### src/rtl/fetch_stage.sv
// Instruction fetch: owns the PC, issues one word fetch at a time, feeds the fetch/decode register.
// Latency: output register loads the cycle after the response; zero-wait memory gives 1 instr / 2 cycles.
// Backpressure: decode stall parks a late response in a one-entry hold buffer; no new request until it drains.

package fetch_stage_pkg;

  typedef struct packed {
    logic stall;
    logic flush;
  } fetchDecodeControl_;

  typedef struct packed {
    logic        valid;
    logic [31:0] instruction;
    logic [31:0] programCounter;
    logic [31:0] programCounterPlus4;
  } fetchDecodePayload_;

endpackage

module fetch_stage
  import fetch_stage_pkg::*;
#(
  parameter logic [31:0] RESET_VECTOR = 32'h0000_0000
) (
  input  logic               clock,
  input  logic               reset,
  input  fetchDecodeControl_ fetchDecodeControl,
  input  logic               redirectValid,
  input  logic [31:0]        redirectTarget,
  output logic               instructionRequestValid,
  input  logic               instructionRequestReady,
  output logic [31:0]        instructionRequestAddress,
  input  logic               instructionResponseValid,
  input  logic [31:0]        instructionResponseData,
  output fetchDecodePayload_ fetchDecodePayload
);

  typedef enum logic [1:0] {
    ST_REQUEST = 2'd0,
    ST_WAIT    = 2'd1,
    ST_HOLD    = 2'd2
  } state_e;

  state_e             state_q, state_d;
  logic [31:0]        pc_q, pc_d;
  // Set when the outstanding response belongs to a fetch made before a redirect.
  logic               discard_q, discard_d;
  // Hold buffer: occupied exactly while in ST_HOLD, so no separate valid bit.
  logic [31:0]        hold_instr_q, hold_instr_d;
  logic [31:0]        hold_pc_q, hold_pc_d;
  fetchDecodePayload_ payload_q, payload_d;

  logic               req_fire;
  logic               deliver;
  logic [31:0]        deliver_instr;
  logic [31:0]        deliver_pc;

  // Request outputs: only ST_REQUEST asks memory, and never while reset is held.
  always_comb begin
    instructionRequestValid   = (state_q == ST_REQUEST) && !reset;
    instructionRequestAddress = pc_q;
    fetchDecodePayload        = payload_q;
  end

  assign req_fire = instructionRequestValid && instructionRequestReady;

  // Next state, PC, discard flag and hold buffer; redirect overrides everything at the end.
  always_comb begin
    state_d       = state_q;
    pc_d          = pc_q;
    discard_d     = discard_q;
    hold_instr_d  = hold_instr_q;
    hold_pc_d     = hold_pc_q;
    deliver       = 1'b0;
    deliver_instr = instructionResponseData;
    deliver_pc    = pc_q;

    case (state_q)
      ST_REQUEST: begin
        if (req_fire) begin
          state_d = ST_WAIT;
        end
      end
      ST_WAIT: begin
        if (instructionResponseValid) begin
          if (discard_q) begin
            discard_d = 1'b0;
            state_d   = ST_REQUEST;
          end else if (!fetchDecodeControl.stall) begin
            deliver = 1'b1;
            pc_d    = pc_q + 32'd4;
            state_d = ST_REQUEST;
          end else begin
            hold_instr_d = instructionResponseData;
            hold_pc_d    = pc_q;
            pc_d         = pc_q + 32'd4;
            state_d      = ST_HOLD;
          end
        end
      end
      ST_HOLD: begin
        if (!fetchDecodeControl.stall) begin
          deliver       = 1'b1;
          deliver_instr = hold_instr_q;
          deliver_pc    = hold_pc_q;
          state_d       = ST_REQUEST;
        end
      end
      default: begin
        state_d = ST_REQUEST;
      end
    endcase

    if (redirectValid) begin
      pc_d    = redirectTarget & 32'hFFFF_FFFC;
      deliver = 1'b0;
      // A fetch is (or is about to be) in flight to the old PC: wait it out and drop it.
      if (((state_q == ST_WAIT) && !instructionResponseValid) ||
          ((state_q == ST_REQUEST) && req_fire)) begin
        state_d   = ST_WAIT;
        discard_d = 1'b1;
      end else begin
        state_d   = ST_REQUEST;
        discard_d = 1'b0;
      end
    end
  end

  // Fetch/decode register: flush clears valid only, stall freezes, otherwise load or bubble.
  always_comb begin
    payload_d = payload_q;
    if (fetchDecodeControl.flush) begin
      payload_d.valid = 1'b0;
    end else if (!fetchDecodeControl.stall) begin
      if (deliver) begin
        payload_d.valid               = 1'b1;
        payload_d.instruction         = deliver_instr;
        payload_d.programCounter      = deliver_pc;
        payload_d.programCounterPlus4 = deliver_pc + 32'd4;
      end else begin
        payload_d.valid = 1'b0;
      end
    end
  end

  // State and datapath registers with synchronous reset.
  always_ff @(posedge clock) begin
    if (reset) begin
      state_q      <= ST_REQUEST;
      pc_q         <= RESET_VECTOR;
      discard_q    <= 1'b0;
      hold_instr_q <= 32'h0;
      hold_pc_q    <= 32'h0;
      payload_q    <= '0;
    end else begin
      state_q      <= state_d;
      pc_q         <= pc_d;
      discard_q    <= discard_d;
      hold_instr_q <= hold_instr_d;
      hold_pc_q    <= hold_pc_d;
      payload_q    <= payload_d;
    end
  end

endmodule

### config.mk
export PLATFORM = sky130hd
export DESIGN_NAME = fetch_stage
export DESIGN_NICKNAME = d
export VERILOG_FILES = /design/src/rtl/fetch_stage.sv
export SDC_FILE = /design/constraint.sdc
export NUM_CORES = 1
export LEC_CHECK = 0
export ABC_AREA = 1
export CORE_MARGIN = 2
export CORE_UTILIZATION = 55
export DETAILED_ROUTE_END_ITERATION = 10
export HOLD_SLACK_MARGIN = 0.02
export PLACE_DENSITY_LB_ADDON = 0.1
export SYNTH_ARGS = -nofsm -noshare
export SYNTH_HDL_FRONTEND = slang
export SYNTH_SLANG_ARGS = --single-unit
### constraint.sdc
create_clock -name clock -period 5.3 [get_ports clock]
set_input_delay 1.06 -clock clock [delete_from_list [all_inputs] [get_ports clock]]
set_output_delay 1.06 -clock clock [all_outputs]
set_load 0.01 [all_outputs]
==> metrics <==
Worst setup SP type=input pin; post-synthesis instance area=~0.0093 mm2; power spent charging and discharging nets=~860 uW; most area-hungry cell type in the Yosys netlist=sky130_fd_sc_hd__dfxtp_1; Worst Path Required=5.63 ns; final std cell area, no fill=approximately 0.012 mm2; arrival time of the worst setup path=3.63 ns; number of different library cells in the post-synthesis netlist=39; measured slew at the worst slew-check pin=0.9704 ns; maximum fanout along the worst path=32; final setup vio count=0; HPWL Detailed=roughly 18 mm; maximum number of pins on one net before global-route repair=87; net switching fraction of the power=between 20% and 30%; width of the die=134.0 um; worst-path cell chain=clkdlybuf4s50_1, inv_2, nand2_4, nand2_1, nand2_1, ha_1, nand2_1, nor2_4, nand2_2, nor2_2, nand2_1, nand2_1, nand3_1, nand2_1, inv_1; final critical-path required period=3.298 ns; initial antenna violation count=0; number of buffers added by the clock tree synthesis step=17; sum of negative setup slack=0 ns; antenna diode instance count=0; source-to-sink clock delay at the later pin of the worst-skew pair=0.43 ns; worst hold path class=reg2reg; part of the power in the clock network=40.8%; number of buffers on the longest clock path=2; depth of the CTS H-tree=4; mean number of vias per cell=5.430; setup repair after global routing missed its margin=no; count of vias placed by the detailed router=around 9600; clock-pin slew of the registers on the worst-case setup and hold paths=0.07 ns; number of port buffers=196; Detailed Route Iter0 Violations=721; routed len/inst=15.26 um; top-level port count=approximately 200; post-route DRC violation count=0; post-cts repair resize count=0; starting density of the core=56.24%; post-place setup slack=1.599 ns; predominant post-synthesis flop cell=sky130_fd_sc_hd__dfxtp_1; Max Clock Skew=0.009918 ns; remaining global-route overflow=0; worst-case vdd ir drop=224.2 uV; first-pass GRT wire length=43.13 mm; row count=47; routability congestion estimate=0.9260; buffer count from post-CTS setup fixing=0; number of nets in the finished design=1605; count of clock tree sinks=between 150 and 200; number of max-slew violations in the final report=0; max-cap violation count=0; Buf+Inv Stages, Crit Path=3; part of the cycle the worst path needs=62.23%; Synth Register Bits=between 150 and 200; Placeable Area=0.01652 mm2; Final Power=3238 uW; async set or reset register ratio after synthesis=0%; maximum frequency from static timing analysis=303.2 MHz; Yosys top cell area share=between 40 and 50%; Pwr Density=272.8 mW/mm2; CP peak stage delay=0.60 ns; final setup margin=approximately 2.0 ns; sequential share of power=47.6%; Placement Cell Area=around 0.011 mm2; Die Y-Extent=about 130 um; Final Hold Viols=0; internal portion of total power=2378 uW; crit-path most repeated cell=sky130_fd_sc_hd__nand2_1; GR Util All Layers=29.75%; type of the worst setup path=in2reg; top post-synthesis cells by area=sky130_fd_sc_hd__dfxtp_1 41%, sky130_fd_sc_hd__nand2_1 13%, sky130_fd_sc_hd__nor2_1 9.7%; Slowest cell on crit path=sky130_fd_sc_hd__clkdlybuf4s50_1; post-cts hold buffer count=0; number of global-route vias before repair=8819; run status=completed; Yosys warning total=0; post-route ant nets=0; first-pass detailed-route iteration total=6; relative slew slack=35.23%; share of final-layout standard cells stronger than drive strength 1=5.970%; total length of routed wires=26.87 mm; crit end category=register; filler cell count=1382; clock tree from TritonCTS=yes; combinational share of power=11.6%; count of flip-flops with a built-in enable after synthesis=0; Seq/Total Area, Yosys=41.36%; die outline area=around 0.018 mm2; syn_area_per_cell=just under 7 um2; Crit path max-delay family=simple AND/OR/NAND/NOR gates; Pleak=around 0.0048 uW; cell chosen for the clock root=sky130_fd_sc_hd__clkbuf_16; Cells after Synth=1383; Area growth, synth to finish=27.68%
==> stage by stage <==
step / hold WS, ns / util [%] / cells
detailed placement: 0.4343 / 68.13 / 1729
global route: 0.4573 / 71.81 / 1761
finish: 0.4449 / 71.81 / 1761
floorplan: 0.4252 / - / 1384
CTS: 0.4452 / 71.81 / 1761
global placement: 0.4317 / 68.13 / 1729
==> state kept, by name, summed over array words and instances, names as in the netlist <==
name / count
fetchDecodePayload: 95
hold_instr_q: 32
discard_q: 1
instructionRequestAddress: 30
hold_pc_q: 32
state_q: 2
==> worst reg2reg max path, delay by kind of cell (launching register included) <==
kind,cells,cell delay (ns)
and+or+nand+nor,9,1.26
DFF,1,0.33
adders and majority gates,2,0.42
buffers and inverters,4,0.76
==> kinds of logic after synthesis <==
kind of cell | share of synthesized area [%]
other | 0.04035
XOR/XNOR | 2.073
AO/OA/AOI/OAI | 16.26
buffers and inverters | 8.105
flip-flops | 41.36
AND/OR/NAND/NOR | 31.35
adder cells (fa/ha/maj) | 0.8077
==> layer usage <==
metal,global-route usage [%],part of all wire (%)
met4,11.41,2.8
met2,50.60,49
met1,36.18,40
met5,0,0
met3,7.672,7.9
==> cells in the mapped netlist (8+ instances only) <==
cell                       instances
sky130_fd_sc_hd__nor2_1          240
sky130_fd_sc_hd__xor2_1           19
sky130_fd_sc_hd__nand3_1          63
sky130_fd_sc_hd__nor3_1           15
sky130_fd_sc_hd__clkbuf_1         57
sky130_fd_sc_hd__nand2_2          20
sky130_fd_sc_hd__nand4_1           8
sky130_fd_sc_hd__buf_2            10
sky130_fd_sc_hd__dfxtp_1         192
sky130_fd_sc_hd__nand2_1         326
sky130_fd_sc_hd__a21oi_1          67
sky130_fd_sc_hd__o21ai_0         153
sky130_fd_sc_hd__a31oi_1          46
sky130_fd_sc_hd__inv_1            97
==> path summary, 6_finish.rpt <==
kind	start	end	slack, ns	cells past startpoint
setup / recovery	fetchDecodeControl[1]	fetchDecodePayload[26]$_SDFFE_PP0P_	2.00	15
hold / removal	hold_pc_q[0]$_SDFFE_PP0P_	hold_pc_q[0]$_SDFFE_PP0P_	0.44	2
setup reg to reg	state_q[0]$_SDFFE_PP0P_	fetchDecodePayload[12]$_SDFFE_PP0P_	2.41	15
hold reg to reg	hold_pc_q[0]$_SDFFE_PP0P_	hold_pc_q[0]$_SDFFE_PP0P_	0.44	2
==> power by group through the flow <==
stage	clock [uW]	combinational, uW	sequential, uW
after global routing	1390	415	1550
after detailed placement	0	371	1570
after global placement	0	365	1570
final	1320	375	1540
after CTS	1340	374	1540
after floorplan	0	210	1570
==> cell type report <==
class | instances | area [um2] | area share [%]
Clock buffer | 19 | 452.9 | 3.817
Multi-Input combinational cell | 1009 | 4713 | 39.72
Sequential cell | 192 | 3844 | 32.39
Timing Repair Buffer | 205 | 2037 | 17.17
Tap cell | 220 | 275.3 | 2.320
Inverter | 103 | 389.1 | 3.279
Clock inverter | 13 | 155.1 | 1.307
==> placed cells by master (no fill, tap or decap), types with 2 or more instances in the layout <==
cell type	n
sky130_fd_sc_hd__a211oi_1	3
sky130_fd_sc_hd__a21boi_0	4
sky130_fd_sc_hd__a21oi_1	67
sky130_fd_sc_hd__a31oi_1	46
sky130_fd_sc_hd__and2_1	3
sky130_fd_sc_hd__buf_4	8
sky130_fd_sc_hd__bufinv_16	2
sky130_fd_sc_hd__clkbuf_16	17
sky130_fd_sc_hd__clkbuf_8	2
sky130_fd_sc_hd__clkdlybuf4s50_1	195
sky130_fd_sc_hd__clkinv_2	3
sky130_fd_sc_hd__clkinv_4	5
sky130_fd_sc_hd__clkinvlp_4	2
sky130_fd_sc_hd__conb_1	2
sky130_fd_sc_hd__dfxtp_1	192
sky130_fd_sc_hd__ha_1	5
sky130_fd_sc_hd__inv_1	96
sky130_fd_sc_hd__inv_2	4
sky130_fd_sc_hd__inv_8	2
sky130_fd_sc_hd__nand2_1	325
sky130_fd_sc_hd__nand2_2	21
sky130_fd_sc_hd__nand2_4	5
sky130_fd_sc_hd__nand3_1	63
sky130_fd_sc_hd__nand4_1	8
sky130_fd_sc_hd__nor2_1	239
sky130_fd_sc_hd__nor2_2	6
sky130_fd_sc_hd__nor2_4	8
sky130_fd_sc_hd__nor3_1	15
sky130_fd_sc_hd__o21ai_0	153
sky130_fd_sc_hd__o21ai_1	4
sky130_fd_sc_hd__xnor2_1	3
sky130_fd_sc_hd__xor2_1	19
No activity file was read; power rests on OpenSTA's default activity.
